File: src/rtl/ex2_pkg.sv
// Shared types and helpers for the ex2 serial MAC engine.
// Holds the element-state enum, accumulator sizing and result saturation.
package ex2_pkg;

  typedef enum logic [1:0] {
    IDLE,
    GET_A,
    GET_B,
    GET_C
  } state_e;

  localparam int MAXW  = 64;
  localparam int MAXAW = 2 * MAXW + 17;

  // K products of two W-bit words plus c never exceed this width.
  function automatic int acc_width(input int w, input int k);
    return 2 * w + $clog2(k) + 1;
  endfunction

  // Returns {ovf, result}; result sits in the low w bits of the low MAXW.
  function automatic logic [MAXW:0] sat_trunc(
    input logic [MAXAW-1:0] fin,
    input int               w,
    input logic             sat
  );
    logic [MAXAW-1:0] mask;
    logic [MAXAW-1:0] res;
    logic             ovf;
    mask = (MAXAW'(1) << w) - MAXAW'(1);
    ovf  = (fin & ~mask) != '0;
    res  = (sat && ovf) ? mask : (fin & mask);
    return {ovf, res[MAXW-1:0]};
  endfunction

endpackage

File: src/rtl/ex2_mac_dp.sv
// Datapath: operand-a register, full-width multiplier and accumulator.
// Ports: clear/load_a/mac/fin controls, din word in, final_o = acc + din.
module ex2_mac_dp
  import ex2_pkg::*;
#(
  parameter int W  = 32,
  parameter int AW = 65
) (
  input  logic          clk,
  input  logic          rst,
  input  logic          clear,
  input  logic          load_a,
  input  logic          mac,
  input  logic          fin,
  input  logic [W-1:0]  din,
  output logic [AW-1:0] final_o
);

  logic [W-1:0]   op_a_q, op_a_d;
  logic [AW-1:0]  acc_q, acc_d;
  logic [2*W-1:0] prod;

  always_comb begin
    prod    = {{W{1'b0}}, op_a_q} * {{W{1'b0}}, din};
    final_o = acc_q + AW'(din);
    op_a_d  = op_a_q;
    acc_d   = acc_q;
    if (load_a) op_a_d = din;
    if (mac)    acc_d  = acc_q + AW'(prod);
    // c consumes the sum this edge, so the next sequence starts clean
    if (clear || fin) acc_d = '0;
  end

  always_ff @(posedge clk or posedge rst) begin
    if (rst) begin
      op_a_q <= '0;
      acc_q  <= '0;
    end else begin
      op_a_q <= op_a_d;
      acc_q  <= acc_d;
    end
  end

endmodule

File: src/rtl/ex2_mac_seq.sv
// Serial MAC sequencer: a1,b1..aK,bK,c -> sum(ai*bi)+c with valido pulse.
// Ports: clk, rst, validi, data_in -> valido, data_out, ovf, seq_err, busy.
module ex2_mac_seq
  import ex2_pkg::*;
#(
  parameter int W   = 32,
  parameter int K   = 1,
  parameter int SAT = 0
) (
  input  logic         clk,
  input  logic         rst,
  input  logic         validi,
  input  logic [W-1:0] data_in,
  output logic         valido,
  output logic [W-1:0] data_out,
  output logic         ovf,
  output logic         seq_err,
  output logic         busy
);

  localparam int L  = 2 * K + 1;
  localparam int IW = $clog2(L);
  localparam int AW = acc_width(W, K);
  localparam logic [IW-1:0] LAST = IW'(2 * K);

  logic [IW-1:0] idx_q, idx_d;
  logic          valido_q, valido_d;
  logic [W-1:0]  data_out_q, data_out_d;
  logic          ovf_q, ovf_d;
  logic          seq_err_q, seq_err_d;
  logic          busy_q, busy_d;

  logic          clear, load_a, mac, fin;
  logic [AW-1:0] final_w;
  logic [MAXW:0] st;
  state_e        state;

  ex2_mac_dp #(
    .W (W),
    .AW(AW)
  ) u_dp (
    .clk    (clk),
    .rst    (rst),
    .clear  (clear),
    .load_a (load_a),
    .mac    (mac),
    .fin    (fin),
    .din    (data_in),
    .final_o(final_w)
  );

  always_comb begin
    state = GET_A;
    unique case (1'b1)
      idx_q == '0:   state = IDLE;
      idx_q == LAST: state = GET_C;
      idx_q[0]:      state = GET_B;
      default:       state = GET_A;
    endcase
  end

  always_comb begin
    st         = sat_trunc(MAXAW'(final_w), W, SAT != 0);
    clear      = 1'b0;
    load_a     = 1'b0;
    mac        = 1'b0;
    fin        = 1'b0;
    idx_d      = idx_q;
    valido_d   = 1'b0;
    seq_err_d  = 1'b0;
    data_out_d = data_out_q;
    ovf_d      = ovf_q;
    if (!validi) begin
      // a gap mid-sequence aborts it; results stay as they were
      if (state != IDLE) begin
        clear     = 1'b1;
        idx_d     = '0;
        seq_err_d = 1'b1;
      end
    end else begin
      unique case (state)
        IDLE, GET_A: begin
          load_a = 1'b1;
          idx_d  = idx_q + IW'(1);
        end
        GET_B: begin
          mac   = 1'b1;
          idx_d = idx_q + IW'(1);
        end
        GET_C: begin
          fin        = 1'b1;
          idx_d      = '0;
          valido_d   = 1'b1;
          data_out_d = st[W-1:0];
          ovf_d      = st[MAXW];
        end
      endcase
    end
    busy_d = idx_d != '0;
  end

  if (W < MAXW) begin : g_pad
    logic unused_hi;
    assign unused_hi = ^st[MAXW-1:W];
  end

  always_ff @(posedge clk or posedge rst) begin
    if (rst) begin
      idx_q      <= '0;
      valido_q   <= 1'b0;
      data_out_q <= '0;
      ovf_q      <= 1'b0;
      seq_err_q  <= 1'b0;
      busy_q     <= 1'b0;
    end else begin
      idx_q      <= idx_d;
      valido_q   <= valido_d;
      data_out_q <= data_out_d;
      ovf_q      <= ovf_d;
      seq_err_q  <= seq_err_d;
      busy_q     <= busy_d;
    end
  end

  assign valido   = valido_q;
  assign data_out = data_out_q;
  assign ovf      = ovf_q;
  assign seq_err  = seq_err_q;
  assign busy     = busy_q;

endmodule
File: config.mk
export PLATFORM = sky130hd
export DESIGN_NAME = ex2_mac_seq
export DESIGN_NICKNAME = d
export VERILOG_FILES = /design/src/rtl/ex2_pkg.sv /design/src/rtl/ex2_mac_dp.sv /design/src/rtl/ex2_mac_seq.sv
export SDC_FILE = /design/constraint.sdc
export NUM_CORES = 2
export LEC_CHECK = 0
export CAP_MARGIN = 0
export CORE_MARGIN = 1
export CORE_UTILIZATION = 57
export DETAILED_ROUTE_END_ITERATION = 8
export PLACE_DENSITY = 0.73
export RECOVER_POWER = 50
export REMOVE_ABC_BUFFERS = 1
export SLEW_MARGIN = 20
export SYNTH_ARGS = -nofsm -noshare
export SYNTH_HDL_FRONTEND = slang
export SYNTH_SLANG_ARGS = --single-unit
File: constraint.sdc
create_clock -name clk -period 7.05 [get_ports clk]
set_input_delay 0.705 -clock clk [delete_from_list [all_inputs] [get_ports clk]]
set_output_delay 0.705 -clock clk [all_outputs]
set_load 0.05 [all_outputs]
==> flow_metrics.env <==
export IMPL_numCtsBuffers=17
export IMPL_drcViolationCount=0
export IMPL_yosys_top_cells_area="fa_1 45%, inv_1 9.7%, ha_1 8.2%"
export IMPL_violations="max-capacitance violations, max-slew violations, negative setup slack"
export IMPL_hold_path_class="flip-flop to flip-flop"
export IMPL_clk_path_buf_depth=2
export IMPL_final_setup_tns_ns=-21.02
export IMPL_cts_tree="yes"
export IMPL_wl_mm=137
export IMPL_area_delta_synth_final_pct=19.6
export IMPL_ant_nets=0
export IMPL_cp_start_kind="primary input"
export IMPL_path_max_fanout=7
export IMPL_synth_cell_types=70
export IMPL_core_area_mm2=0.0744
export IMPL_skew_ns=0.0148
export IMPL_yosys_warnings=0
export IMPL_io_pin_count=71
export IMPL_slew_violations=304
export IMPL_place_port_buffers=70
export IMPL_fin_util_pct=68.9
export IMPL_wl_per_cell_um=21.8
export IMPL_grt_pass1_vias=38600
export IMPL_firstDrtPassIters=5
export IMPL_syn_avg_cell_area_um2=8.79
export IMPL_setup_ws_ns=-0.840
export IMPL_drt_iter0_markers=2834
export IMPL_synth_top_cells_by_count="1109 x inv_1, 962 x fa_1, 752 x nand2_1, 472 x and2_1, 280 x ha_1"
export IMPL_relSlewSlack_pct=-141
export IMPL_synth_edf_count=0
export IMPL_timing_critical_path_mode_cell="fa_1"
export IMPL_period_share_pct=112
export IMPL_clock_latency_ns=0.46
export IMPL_ys_seq_elements=135
export IMPL_critPathRequiredTime_ns=7.38
export IMPL_layout_drive_gt1_share_pct=17.1
export IMPL_root_buffer="clkbuf_16"
export IMPL_nets=6579
export IMPL_fin_crit_ns=7.89
export IMPL_yosys_area_top_type="fa_1"
export IMPL_path_clk_slew_ns=0.07
export IMPL_routabilityCongestion=0.977
export IMPL_via_per_inst=5.68
export IMPL_crit_type="primary input to flip-flop"
export IMPL_rsz0062_at_grt="yes"
export IMPL_crit_path_end_kind="flip-flop"
export IMPL_hold_depth=2
export IMPL_clkSinkCount=135
export IMPL_antenna_found_initial=11
export IMPL_synth_top_area_share_pct=44.9
export IMPL_dieArea_mm2=0.0764
export IMPL_postCtsHoldBufs=0
export IMPL_worst_pin_slew_ns=3.60
export IMPL_gr_total_overflow=0
export IMPL_grt_pass1_wl_mm=214
export IMPL_cp_num_cells=31
export IMPL_slowest_delay_ns=0.59
export IMPL_yosysMostFrequentCell="inv_1"
export IMPL_rows=100
export IMPL_fp_dieW_um=276
export IMPL_yosysSeqAreaShare_pct=7.87
export IMPL_netlist_area_mm2=0.0429
export IMPL_crit_family="adder cells"
export IMPL_outcome="finished with violations"
export IMPL_initial_utilization_pct=57.6
export IMPL_htree_levels=4
export IMPL_grt_max_degree=77
export IMPL_ys_flop_type="dfrtp_1"
export IMPL_finalHoldViolCount=0
export IMPL_drv_cap=5
export IMPL_track_usage_pct=36.5
export IMPL_vias=35700
export IMPL_reg2regPathDepth=28
export IMPL_critical_path_slowest_cell="fa_1"
export IMPL_timing_fmax_mhz=127
export IMPL_dp_hpwl_mm=105
export IMPL_crit_arrival_ns=8.22
export IMPL_synth_cells=4879
export IMPL_async_reset_ff_share_pct=100
export IMPL_die_y_um=276
export IMPL_crit_buf_inv=10
export IMPL_setup_viol=42
## per-stage QoR
step	setup slack (ns)	instance area, µm²	cells	hold slack (ns)
5_1_grt	-1.01	51300	6284	0.505
3_3_place_gp	-1.79	48300	6152	0.458
6_report	-0.840	51300	6285	0.482
3_5_place_dp	-1.86	48300	6152	0.469
2_1_floorplan	-0.692	41900	4606	0.467
4_1_cts	-0.707	50500	6247	0.483
## flip-flops by register name, summed over array words and instances (netlist names)
| name | cells |
|---|---|
| u_dp.acc_q | 65 |
| data_out | 32 |
| u_dp.op_a_q | 32 |
| idx_q | 2 |
| busy | 1 |
| ovf | 1 |
| seq_err | 1 |
| valido | 1 |
## cell usage in the layout, fill, tap and decap left out, drive strengths merged, types with 6 or more instances in the layout
cell type and count:
inv 1116, fa 962, nand2 752, buf 601, and2 472, ha 280, o21ai 164, dfrtp 135
a21oi 129, nor2 72, a21o 57, xnor2 53, nand3 49, nand4 44, xor2 40, clkdlybuf4s50 35
mux2 34, clkbuf 30, nor3 29, o21bai 18, and3 18, a31oi 15, o21a 12, nor4 12
bufbuf 12, nand2b 12, o211ai 11, o31ai 11, nor2b 10, dlygate4sd2 9, and4 8, a211o 7
or3 7, a211oi 7, a22o 6, a21boi 6, a2111oi 6
## cell type report
| class | count | area (µm²) |
|---|---|---|
| Antenna cell | 1 | 2.50 |
| Inverter | 1109 | 4160 |
| Timing Repair Buffer | 677 | 6600 |
| Tap cell | 969 | 1210 |
| Fill cell | 5637 | 23100 |
| Multi-Input combinational cell | 3362 | 35400 |
| Sequential cell | 135 | 3390 |
| Clock buffer | 18 | 439 |
| Clock inverter | 14 | 158 |
## layer usage
metal | wire length, µm | vias up | global-route usage (%)
met4 | 7170 | 10 | 15.8
met2 | 65700 | 1657 | 60.1
met3 | 12200 | 425 | 7.61
met5 | 70 | - | 0
met1 | 51700 | 18200 | 46.9
li1 | - | 15400 | -
## repair_timing
item	4_1_cts	5_1_grt
cloned	17	2
setup buffers	48	40
endpoints found under the setup margin	47	44
pin swaps	135	145
resized for setup	294	172
## cell families (layout without fill, tap and decap cells)
group,count (synthesis),in the layout,synth area share (%)
and+or+nand+nor,1499,1499,17.0
buffers and inverters,1382,1818,12.1
adders and majority gates,1242,1242,53.0
AOI/OAI and AO/OA,491,491,7.09
DFF,135,135,7.87
xor gates and xnor gates,93,93,1.90
muxes,37,37,0.962
other,0,1,0
## worst reg2reg max path: cells and delay by family, from the launching register on
| kind | cells | cell delay, ns |
|---|---|---|
| compound gates | 9 | 1.50 |
| buf+inv | 7 | 0.81 |
| xor+xnor | 1 | 0.16 |
| flops | 1 | 0.46 |
| simple gates | 2 | 0.60 |
| fa+ha+maj | 9 | 4.18 |
## path summary, 6_finish.rpt
check                           slack, ns              end       startpoint
worst max-delay path                -0.84   u_dp.acc_q[51]       data_in[0]
worst min-delay path                 0.48     data_out[23]     data_out[23]
worst max register to register      -0.81   u_dp.acc_q[51]  u_dp.op_a_q[16]
worst min register to register       0.48     data_out[23]     data_out[23]
max in group asynchronous            2.38  u_dp.op_a_q[11]              rst
min in group asynchronous            1.75      data_out[8]              rst
Power is not shown: default switching activity piles up to over one toggle a cycle in this logic, so the estimate is an artifact.
